$ cat config.mk
export PLATFORM = sky130hd
export DESIGN_NAME = wb_commit_stage
export DESIGN_NICKNAME = d
export VERILOG_FILES = /design/src/rtl/wb_commit_stage_pkg.sv /design/src/rtl/wb_rd_decoder.sv /design/src/rtl/wb_commit_stage.sv
export SDC_FILE = /design/constraint.sdc
export NUM_CORES = 1
export LEC_CHECK = 0
export CORE_MARGIN = 2
export CORE_UTILIZATION = 66
export CTS_CLUSTER_SIZE = 40
export DETAILED_ROUTE_END_ITERATION = 10
export DONT_BUFFER_PORTS = 1
export GPL_ROUTABILITY_DRIVEN = 0
export PLACE_DENSITY = 0.88
export SYNTH_ARGS = -nofsm -noshare
export SYNTH_HDL_FRONTEND = slang
export SYNTH_SLANG_ARGS = --single-unit
$ cat constraint.sdc
create_clock -name clk -period 8.4 [get_ports clk]
set_clock_uncertainty 0.05 [all_clocks]
set_input_delay 0.84 -clock clk [delete_from_list [all_inputs] [get_ports clk]]
set_output_delay 0.84 -clock clk [all_outputs]
set_load 0.05 [all_outputs]
$ cat src/rtl/wb_commit_stage_pkg.sv
// Shared constants and bundle layout for the two-slot write-back commit stage.
package wb_commit_stage_pkg;

  localparam int unsigned NREG = 8;   // architectural registers, equals 2**AW
  localparam int unsigned AW   = 3;   // destination index width
  localparam int unsigned DW   = 32;  // data width

  // One VLIW bundle as latched by the stage: {we2, rd2, d2, we1, rd1, d1}.
  typedef struct packed {
    logic          we2;
    logic [AW-1:0] rd2;
    logic [DW-1:0] d2;
    logic          we1;
    logic [AW-1:0] rd1;
    logic [DW-1:0] d1;
  } bundle_t;

  localparam int unsigned BundleW = 2 * (1 + AW + DW);

  // Both slots write the same register; slot 2 wins.
  function automatic logic is_conflict(input bundle_t b);
    return b.we1 & b.we2 & (b.rd1 == b.rd2);
  endfunction

endpackage

$ cat src/rtl/wb_rd_decoder.sv
// Destination index to one-hot register decode, all-zero when disabled.
module wb_rd_decoder #(
  parameter int unsigned AW   = 3,
  parameter int unsigned NREG = 8  // must equal 2**AW
) (
  input  logic            en_i,
  input  logic [AW-1:0]   idx_i,
  output logic [NREG-1:0] onehot_o
);

  // One-hot decode of idx_i gated by en_i.
  always_comb begin
    onehot_o = '0;
    if (en_i) begin
      onehot_o[idx_i] = 1'b1;
    end
  end

endmodule

$ cat src/rtl/wb_commit_stage.sv
// Two-slot VLIW write-back commit stage: head + skid buffer in front of a
// 2-write-port register file, with slot-2-wins conflict resolution.
module wb_commit_stage
  import wb_commit_stage_pkg::*;
(
  input  logic            clk,
  input  logic            reset,
  input  logic            in_valid,
  output logic            in_ready,
  input  logic            s1_we,
  input  logic [AW-1:0]   s1_rd,
  input  logic [DW-1:0]   s1_data,
  input  logic            s2_we,
  input  logic [AW-1:0]   s2_rd,
  input  logic [DW-1:0]   s2_data,
  input  logic            wb_hold,
  output logic            regWrite1,
  output logic            regWrite2,
  output logic [DW-1:0]   writeData_1,
  output logic [DW-1:0]   writeData_2,
  output logic [NREG-1:0] dec_out,
  output logic [NREG-1:0] wsel,
  output logic [7:0]      conflict_cnt
);

  bundle_t    head_q, head_d, skid_q, skid_d, in_bundle;
  logic       head_v_q, head_v_d, skid_v_q, skid_v_d;
  logic [7:0] cnt_q, cnt_d;
  logic       accept, drain, g;
  logic [NREG-1:0] dec1, dec2;

  assign in_bundle = '{we2: s2_we, rd2: s2_rd, d2: s2_data,
                       we1: s1_we, rd1: s1_rd, d1: s1_data};

  // Ready comes from a flop only, so wb_hold never reaches in_ready.
  assign in_ready = ~skid_v_q;
  assign accept   = in_valid & in_ready;
  assign drain    = head_v_q & ~wb_hold;
  assign g        = drain;

  // Next-state for head/skid occupancy and the conflict counter.
  always_comb begin
    head_d   = head_q;
    head_v_d = head_v_q;
    skid_d   = skid_q;
    skid_v_d = skid_v_q;
    cnt_d    = cnt_q;

    if (drain || !head_v_q) begin
      if (skid_v_q) begin
        // in_ready is low whenever skid is full, so no input can arrive here.
        head_d   = skid_q;
        head_v_d = 1'b1;
        skid_v_d = 1'b0;
      end else if (accept) begin
        head_d   = in_bundle;
        head_v_d = 1'b1;
      end else begin
        head_v_d = 1'b0;
      end
    end else if (accept) begin
      skid_d   = in_bundle;
      skid_v_d = 1'b1;
    end

    if (drain && is_conflict(head_q) && (cnt_q != 8'hFF)) begin
      cnt_d = cnt_q + 8'd1;
    end
  end

  // State registers; reset drops any buffered bundle.
  always_ff @(posedge clk or posedge reset) begin
    if (reset) begin
      head_q   <= '0;
      head_v_q <= 1'b0;
      skid_q   <= '0;
      skid_v_q <= 1'b0;
      cnt_q    <= '0;
    end else begin
      head_q   <= head_d;
      head_v_q <= head_v_d;
      skid_q   <= skid_d;
      skid_v_q <= skid_v_d;
      cnt_q    <= cnt_d;
    end
  end

  wb_rd_decoder #(.AW(AW), .NREG(NREG)) u_dec1 (
    .en_i     (head_q.we1),
    .idx_i    (head_q.rd1),
    .onehot_o (dec1)
  );

  wb_rd_decoder #(.AW(AW), .NREG(NREG)) u_dec2 (
    .en_i     (head_q.we2),
    .idx_i    (head_q.rd2),
    .onehot_o (dec2)
  );

  // Register-file drive; wsel is left ungated since dec_out already masks writes.
  always_comb begin
    regWrite1    = g & head_q.we1;
    regWrite2    = g & head_q.we2;
    writeData_1  = head_q.d1;
    writeData_2  = head_q.d2;
    dec_out      = (dec1 | dec2) & {NREG{g}};
    wsel         = dec2;
    conflict_cnt = cnt_q;
  end

endmodule

==> metrics <==
hold_buf cts 0; Synth Area in Compound Gates 5.83%; initial antenna violation count 0; vias in the first global route 4,283; diodes inserted 0; Die Area 11,700 µm²; Post-Syn Area 7160 µm²; XOR/XNOR Fraction of Synth Area 1.41%; Clk pin slew, worst setup/hold paths 0.06 ns; FMAX 266 MHz; Clk Latency, worst-skew pair 0.51 ns; CTS buffer count 17; hold_ws 0.233 ns; Cell variety after synth 32; dominant cell by count in the synthesized netlist dfrtp_1; number of flops mapped to enable cells by yosys 0; max-slew violations 0; main combinational cell family by area after synthesis multiplexers; min cycle time layout 3.76 ns; RSZ-0062 raised after global routing false; top post-synthesis cells by area dfrtp_1 54%, mux2_2 11%, mux2i_1 10%; fillcell total 729; critical path type flop to output pin; Vias/cell 5.92; Worst Path Max Fanout 4; largest net degree at the start of global routing 83; row count 38; Mapped Cells 614; sequential-to-total area share from yosys stat 53.8%; WL final 13,400 µm; initial core utilization 67.0%; core area 10,700 µm²; maximum VDD drop 0.166 mV; top cell type's share of synthesized area 53.8%; Top Ports 167; CP Data Arrival Time 2.87 ns; worst min-delay path class primary input to async pin; TritonCTS clock tree done; Setup crit start kind flop; clk sinks 154; mux cell area share after synthesis 21.7%; initial drt markers 246; routed length per placed instance 19.2 µm; layout cells sized above 1 22.2%; Pwr Density 320 nW/µm²; port bufs 0; Syn Area/Cell 11.7 µm²; post-synthesis simple-gate area fraction 7.96%; Net Count, Synth 691; Yosys Warn Count 0; Tot Pwr 2.37 mW; synth cell count leaders 154 x dfrtp_1, 79 x nand2_1, 73 x mux2_2; Max Cap Viol 0; DRT antenna net count 0; fin crit share 44.7%; status finished clean; # resized after CTS 0; Area Overhead vs Synth 3.41%; cell taking the most area after synthesis dfrtp_1; worst-margin pin slew 1.06 ns; die span in y 108 µm; Pleak 3.23 nW; DR vias 4,109; critical path capture point type output pin; main flop type after synthesis dfrtp_1; DRC 0; Fin. Hold Viols 0; final setup fails 0; Total GRT Usage 23.3%; H-tree Lvls 4; first drt pass iteration count 5; setup_tns 0 ns; post-CTS setup buffer count 0; Rel. slew slack 29.1%; Worst EP required 7.51 ns; nets 618; first-pass GRT wire length 21,000 µm; Chip Width 108 µm; post-synthesis register bit count 154; clk root buf clkbuf_8; asr flop ratio synth 100%; Clock Path Buffers 2; grt total ovfl 0; Post-Synth Adder-Cell Area 0.175%; post-DP HPWL 8810 µm
==> registers in the layout (all words and copies together) (netlist names) <==
register,count
head_v_q,1
skid_v_q,1
writeData_1,32
skid_q,72
writeData_2,32
conflict_cnt,8
head_q,8
==> path summary, 6_finish.rpt <==
path                       startpoint         endpoint  slack (ns)  cells past startpoint
hold / removal                  reset  writeData_1[13]        0.23                      1
min in group clk             in_valid         head_v_q        0.40                      2
setup reg to reg             skid_v_q       skid_q[38]        5.59                      4
max in group asynchronous       reset         skid_v_q        6.47                      2
hold reg to reg             skid_q[6]        skid_q[6]        0.45                      1
setup / recovery           head_q[68]       dec_out[2]        4.64                      4
==> metrics by stage <==
stage | cells | worst slack, ns | area [µm²] | util, %
6_report | 694 | 4.64 | 7410 | 69.3
5_1_grt | 694 | 4.58 | 7410 | 69.3
4_1_cts | 694 | 4.64 | 7410 | 69.3
3_5_place_dp | 662 | 5.23 | 6770 | 63.3
3_3_place_gp | 662 | 5.26 | 6770 | 63.3
2_1_floorplan | 614 | 3.36 | 7160 | -
==> placed cells by master (no fill, tap or decap), types with 5 or more instances in the layout <==
cell type / n
nand2_1: 79
mux2i_1: 72
dfrtp_1: 153
nand2b_1: 5
o21ai_0: 72
bufinv_16: 5
clkbuf_16: 16
nor2_1: 21
buf_4: 5
xor2_1: 6
mux2_2: 73
==> power by group <==
part	switching [mW]	total (mW)	internal, mW
logic	0.156	0.296	0.140
clock network	0.291	0.819	0.527
registers	0.359	1.25	0.894
==> critical path, stage by stage, from the launching register on <==
cell and delay, ns:
dfrtp_1 0.42, nand2b_1 0.23, nor2_1 0.79, a21oi_1 0.15
nor2_1 0.76
==> per-layer routing <==
layer / wire, µm / track usage [%]
met5: 0 / 0
met4: 155 / 7.42
met3: 1150 / 9.52
met2: 6750 / 38.8
met1: 5300 / 27.7
==> area by class of cell <==
class                   count  area, µm²  share of cell area (%)
well taps                 140        175                    2.36
clock inverters            12        195                    2.63
flip-flops and latches    154       3860                    52.1
multi-input cells         359       2680                    36.1
repair buffers              5       37.5                   0.507
inverters                   4       20.0                   0.270
clock buffers              20        445                    6.01
==> logic make-up (layout without fill, tap and decap cells) <==
logic type,count (synthesis),after routing
adders and majority gates,1,1
AOI/OAI and AO/OA,81,81
xor gates and xnor gates,9,9
and+or+nand+nor,122,122
muxes,146,146
buffers and inverters,101,41
DFF,154,154
Note: power is estimated with default switching activity, not from simulation.
